### config.mk
export PLATFORM = sky130hd
export DESIGN_NAME = regfile_wb_arbiter
export DESIGN_NICKNAME = d
export VERILOG_FILES = /design/src/rtl/regfile_wb_arbiter.sv
export SDC_FILE = /design/constraint.sdc
export NUM_CORES = 1
export LEC_CHECK = 0
export ABC_AREA = 1
export CORE_MARGIN = 2
export CORE_UTILIZATION = 55
export CTS_CLUSTER_SIZE = 10
export DETAILED_ROUTE_END_ITERATION = 6
export GPL_TIMING_DRIVEN = 0
export PLACE_DENSITY = 0.84
export SETUP_SLACK_MARGIN = 0.15
export SYNTH_ARGS = -nofsm -noshare
export SYNTH_HDL_FRONTEND = slang
export SYNTH_SLANG_ARGS = --single-unit
### constraint.sdc
create_clock -name clock -period 8.95 [get_ports clock]
set_input_delay 1.79 -clock clock [delete_from_list [all_inputs] [get_ports clock]]
set_output_delay 1.79 -clock clock [all_outputs]
set_load 0.005 [all_outputs]
### src/rtl/regfile_wb_arbiter.sv
// Write-back arbiter for the 32x32 register file: one holding buffer per
// requester, round-robin drain onto a registered write port, RAW pending query.
module regfile_wb_arbiter #(
  parameter int N_REQ  = 3,
  parameter int DATA_W = 32,
  parameter int ADDR_W = 5
) (
  input  logic                      clock,
  input  logic                      async_reset,
  input  logic [N_REQ-1:0]          req_valid,
  output logic [N_REQ-1:0]          req_ready,
  input  logic [N_REQ*ADDR_W-1:0]   req_addr,
  input  logic [N_REQ*DATA_W-1:0]   req_data,
  output logic                      rf_write_enable,
  output logic [ADDR_W-1:0]         rf_write_addr,
  output logic [DATA_W-1:0]         rf_write_data,
  input  logic [ADDR_W-1:0]         query_addr,
  output logic                      query_pending
);

  localparam int PTR_W = (N_REQ > 1) ? $clog2(N_REQ) : 1;

  logic [N_REQ-1:0]  buf_valid;
  logic [ADDR_W-1:0] buf_addr [N_REQ];
  logic [DATA_W-1:0] buf_data [N_REQ];
  logic [PTR_W-1:0]  rr_ptr;

  logic [N_REQ-1:0]  grant;
  logic [N_REQ-1:0]  accept;
  logic              any_grant;
  logic [PTR_W-1:0]  winner;
  logic [PTR_W-1:0]  next_ptr;
  logic [ADDR_W-1:0] win_addr;
  logic [DATA_W-1:0] win_data;
  int                idx;

  // Round-robin scan starting at rr_ptr; first valid buffer wins.
  always_comb begin
    grant     = '0;
    any_grant = 1'b0;
    winner    = '0;
    win_addr  = '0;
    win_data  = '0;
    idx       = 0;
    for (int k = 0; k < N_REQ; k++) begin
      idx = (int'(rr_ptr) + k) % N_REQ;
      if (!any_grant && buf_valid[idx]) begin
        any_grant  = 1'b1;
        grant[idx] = 1'b1;
        winner     = PTR_W'(idx);
        win_addr   = buf_addr[idx];
        win_data   = buf_data[idx];
      end
    end
  end

  assign next_ptr = (int'(winner) == N_REQ - 1) ? '0 : winner + PTR_W'(1);

  // A buffer being drained this cycle may be refilled on the same edge.
  assign req_ready = async_reset ? (~buf_valid | grant) : '0;
  assign accept    = req_valid & req_ready;

  // NOTE: all sequential state uses non-blocking assignments so every flop
  // samples the pre-edge value of the combinational grant/accept logic.
  always_ff @(posedge clock or negedge async_reset) begin
    if (!async_reset) begin
      buf_valid       <= '0;
      rr_ptr          <= '0;
      rf_write_enable <= 1'b0;
      rf_write_addr   <= '0;
      rf_write_data   <= '0;
    end else begin
      for (int i = 0; i < N_REQ; i++) begin
        if (accept[i]) begin
          // Writes to x0 are dropped: the buffer simply ends up empty.
          buf_valid[i] <= (req_addr[i*ADDR_W +: ADDR_W] != '0);
        end else if (grant[i]) begin
          buf_valid[i] <= 1'b0;
        end
      end
      rf_write_enable <= any_grant;
      if (any_grant) begin
        rf_write_addr <= win_addr;
        rf_write_data <= win_data;
        rr_ptr        <= next_ptr;
      end
    end
  end

  // NOTE: buffer payloads carry no reset; buf_valid qualifies every use, so
  // resetting this storage would only add reset fanout.
  always_ff @(posedge clock) begin
    for (int i = 0; i < N_REQ; i++) begin
      if (accept[i]) begin
        buf_addr[i] <= req_addr[i*ADDR_W +: ADDR_W];
        buf_data[i] <= req_data[i*DATA_W +: DATA_W];
      end
    end
  end

  always_comb begin
    query_pending = 1'b0;
    for (int i = 0; i < N_REQ; i++) begin
      if (buf_valid[i] && (buf_addr[i] == query_addr)) query_pending = 1'b1;
    end
    if (rf_write_enable && (rf_write_addr == query_addr)) query_pending = 1'b1;
    if (query_addr == '0) query_pending = 1'b0;
  end

endmodule

# After elaboration in Yosys (flattened, before gate mapping)

Memories as Yosys holds them, arrays and structs flattened.
Cells that the tools add are included.

Memories kept: 2
Register bits after elaboration: 43
Logic and storage cells: 98
Memory bits (writable): 111
Bits of input ports: 121

Memories:

| name     | depth | width | read ports | clocked after memory_dff | write ports | RTL line | text |
|---|---|---|---|---|---|---|---|
| buf_data | 3     | 32    | 3          | 0                        | 3           | 25       | `logic [DATA_W-1:0] buf_data [N_REQ];` |
| buf_addr | 3     | 5     | 6          | 0                        | 3           | 24       | `logic [ADDR_W-1:0] buf_addr [N_REQ];` |

Muxes and demuxes: 49
Order comparisons: 6
Bitwise operators: 5
Reductions and logical operators: 18
Div/mod/pow operators: 3
Eq/ne operators: 5
Add/sub/neg operators: 3

Operators with widths:

| kind                    | number |
|---|---|
| $ge A32 B1 Y1 const B   | 3 |
| $lt A32 B4 Y1 const B   | 3 |
| $mux W32                | 3 |
| $mod A32 B3 Y32 const B | 2 |
| $mod A3 B3 Y32 const B  | 1 |
| $mux W1                 | 29 |
| $eq A5 B5 Y1            | 4 |
| $mux W5                 | 3 |
| $reduce_bool A5 Y1      | 3 |
| $mux W3                 | 4 |
| $logic_and A1 B1 Y1     | 9 |
| $or A3 B3 Y3            | 3 |
| $mux W2                 | 4 |
| $bmux W1 S2             | 3 |
| $demux W1 S2            | 3 |
| $reduce_bool A2 Y1      | 3 |
| $logic_not A5 Y1        | 1 |
| $add A2 B1 Y3 const B   | 1 |
| $add A2 B2 Y3 const B   | 1 |
| $and A3 B3 Y3           | 1 |
| $not A3 Y3              | 1 |
| $add A2 B1 Y2 const B   | 1 |
| $eq A2 B2 Y1 const B    | 1 |
| $logic_not A1 Y1        | 2 |

# Logic depth before layout (Yosys ltp)

Word-level depth: 16
Depth in mapped cells: 13

# Worst setup path after synthesis

No wires, ideal clock.

Path type: input to output
Start: in query_addr[3]
End: out query_pending
Cell stages on the path: 7
Path slack: 4,738 ps
Required time: 7,160 ps
Arrival: 2,422 ps
Cell sequence: inv_1 -> o21ai_0 -> a211oi_1 -> nand3_1 -> nand2_1 -> nor2_1 -> nor2_1

Word-level cells in the longest chain between the ends: 7
Elaborated cells on any way between the ends: 14

RTL lines:

| what                 | RTL line | text |
|---|---|---|
| from (decl)          | 17       | `input logic [ADDR_W-1:0] query_addr,` |
| $eq A5 B5 Y1         | 104      | `if (buf_valid[i] && (buf_addr[i] == query_addr)) query_pending = 1'b1;` |
| $logic_and A1 B1 Y1  | 104      |  |
| $mux W1 (3 in a row) | 104      |  |
| $mux W1              | 106      | `if (rf_write_enable && (rf_write_addr == query_addr)) query_pending = 1'b1;` |
| $mux W1 *            | 107      | `if (query_addr == '0) query_pending = 1'b0;` |
| to (decl)            | 18       | `output logic query_pending` |

Every way passes the cells marked *; elsewhere a longest branch is shown, timed or not.

# Worst setup path in the final report

Same ends and word-level chain as after synthesis.

==> results.toml <==
[sta]
fin_crit_ps = 5373
rsz0062_at_grt = "no"
setup_viol = 0
finalCritPeriodShare = 0.6003
tightest_slew_ps = 768.4
hold_ws_ps = 488.3
relSlewSlack = 0.4865
finClkSkew_ps = 6.781
hold_violations = 0
report.final.slew_viol_count = 0
setup_tns_ps = 0
fmax_mhz = 186.1

[synth]
synthSimpleGateAreaFrac = 0.1930
synth_mux_area_frac = 0
yosys_warnings = 0
synthCells = 926
syn_area_um2 = 8200
yosysSeqAreaShare = 0.5377
synth_area_leader_cell = "edfxtp_1"
synth-main-ff-cell = "edfxtp_1"
syn_nets = 1051
ys_types = 30
synth_top_family_by_area = "simple AND/OR/NAND/NOR gates"
synth_edf_count = 111
synthTopCellsByArea = "edfxtp_1 41%, nand2_1 13%, dfrtp_1 13%"
synth_fa_ha_area_frac = 0.006103
synth_top_area_frac = 0.4065
synth.avg_cell_area_um2 = 8.856
synth-seq-cells = 154
async_flop_share = 0.2792
synthXorXnorAreaFrac = 0.004272
synth_compound_area_frac = 0.1912

[layout]
fin_nets = 1236
seq_area_um2 = 4409
diodes = 0
nFillCells = 1074
final_util = 0.7393
drive_gt1_frac = 0.06589
area_growth_pct = 31.03
multi_input_area_um2 = 3258

[clock_tree]
h-tree-depth = 4
path_clk_slew_ps = 60
cts_resized = 0
cts_root_buf = "clkbuf_16"
post_cts_buffers = 0
cts_tree = "done"
holdBufCountCts = 0
cts_buffers = 17
cts_sinks = 154
insertion_delay_ps = 430
clock_path_buffers = 2

[critical_path]
crit_type = "primary input to primary output"
cp-startpoint = "query_addr[3]"
cp.required_ps = 7160
r2r-start = "rr_ptr[0]"
timing.reg2reg.setup_slack_ps = 5770
cp.arrival_ps = 3580
startpoint_type = "primary input"
path_max_fanout = 7
end_kind = "primary output"

[status]
outcome = "finished, final reports clean"

[routing]
wl_per_cell_um = 19.53
drcViolationCount = 0
avgViaCountPerCell = 6.091
drtIter0Drc = 1067
num_vias = 7961
wl_um = 25530
drt_first_pass_iters = 5
ant_nets = 0

[global_routing]
grt_pass1_wl_um = 40280
use_met2 = 0.5471
busiest_layer = "met2"
met3_usage = 0.05438
antenna_found_initial = 0
first_global_vias = 7766
grt_max_degree = 32
met1_usage = 0.4145
globalRouteTotalUtil = 0.3250
grt_overflow = 0

[die]
ios = 163
die_y_um = 126.1
dieArea_um2 = 15900
coreArea_um2 = 14530
placementRows = 44
die_w_um = 126.1
start_util = 0.5642

[placed_design]
io_buffers = 162
hpwlAfterDp_um = 17640
gp_congestion = 0.9294

[pwr]
finalPower_mw = 4.162
powerDensity_nw_per_um2 = 387.4
leakagePower_nw = 4.119
ir_drop_mv = 0.2675

[job]
maxCapViolations = 0

[worst_hold_path]
hp-start = "rf_write_data[6]"
min_path_type = "register to register"
-- worst max-delay path: stages --
cell and delay [ps]:
clkdlybuf4s50_1 460, inv_1 220, o21ai_0 110, a211oi_1 200, nand3_1 110, nand2_1 70
nor2_1 40, nor2_1 80, clkdlybuf4s50_1 500
-- where the power goes --
| group | internal (mW) | switching [mW] | total [mW] |
|---|---|---|---|
| logic | 0.853 | 1.44 | 2.29 |
| clock network | 0.435 | 0.288 | 0.722 |
| registers | 1.01 | 0.145 | 1.15 |
| total | 2.29 | 1.87 | 4.16 |
-- placed cells by master, fill, tap and decap left out, types with 3 or more instances in the layout --
master	n
a21oi_1	12
buf_2	16
buf_4	8
bufinv_16	3
clkbuf_1	39
clkbuf_16	17
clkdlybuf4s50_1	161
clkinv_2	4
dfrtp_1	43
edfxtp_1	111
ha_1	4
inv_1	64
inv_2	5
nand2_1	293
nand3_1	18
nand3_2	3
nand4_1	38
nor2_1	10
nor2_4	4
nor3_1	4
nor3b_1	3
o211ai_1	103
o21ai_0	112
o21ai_1	15
o22ai_1	7
o31ai_1	3
xor2_1	4
-- cell families (layout without fill, tap and decap cells) --
logic type                 after synthesis  count (layout)
AOI/OAI and AO/OA                      255             255
xor gates and xnor gates                 4               4
adders and majority gates                4               4
buffers and inverters                  133             330
DFF                                    154             154
and+or+nand+nor                        376             376
-- cell type report --
cell class              instances  area share
repair buffers                166      0.1593
clock inverters                13     0.01409
inverters                      69     0.02410
well taps                     184     0.02143
multi-input cells             639      0.3032
plain buffers                  64     0.02760
clock buffers                  18     0.03994
flip-flops and latches        154      0.4103
-- flip-flops by register name (all words and copies together), names as in the netlist --
name             cells
buf_addr            15
buf_data            96
buf_valid            3
rf_write_addr        5
rf_write_data       32
rf_write_enable      1
rr_ptr               2
-- through the flow --
step / std cells / area (um^2) / worst slack (ps)
CTS: 1307 / 10750 / 3559
global route: 1307 / 10750 / 3446
floorplan: 926 / 8200 / 4738
detailed placement: 1276 / 10160 / 3565
finish: 1307 / 10750 / 3577
global placement: 1272 / 10050 / 964.1
-- synth_stat cells (5+ instances only) --
library cell  count
o21ai_1          15
nand2_1         293
nand3_1          18
edfxtp_1        111
inv_2             5
nand4_1          38
dfrtp_1          43
a21oi_1          12
o21ai_0         112
buf_4             8
o22ai_1           7
nor2_1           13
o211ai_1        103
clkbuf_1         38
inv_1            64
buf_2            15
-- final timing paths --
check | endpoint | depth (start not counted)
worst max-delay path | query_pending | 9
min in group asynchronous | rf_write_data[30] | 1
worst min-delay path | rf_write_data[6] | 2
worst max register to register | buf_data[2][17] | 12
worst min register to register | rf_write_data[6] | 2
max in group asynchronous | rf_write_data[17] | 2
-- routing by layer --
layer / up-vias / routed length, um
met5: - / 0
met4: 0 / 986
met3: 92 / 2361
met2: 549 / 12610
met1: 3690 / 9563
li1: 3630 / -
No activity file was read; power rests on OpenSTA's default activity.
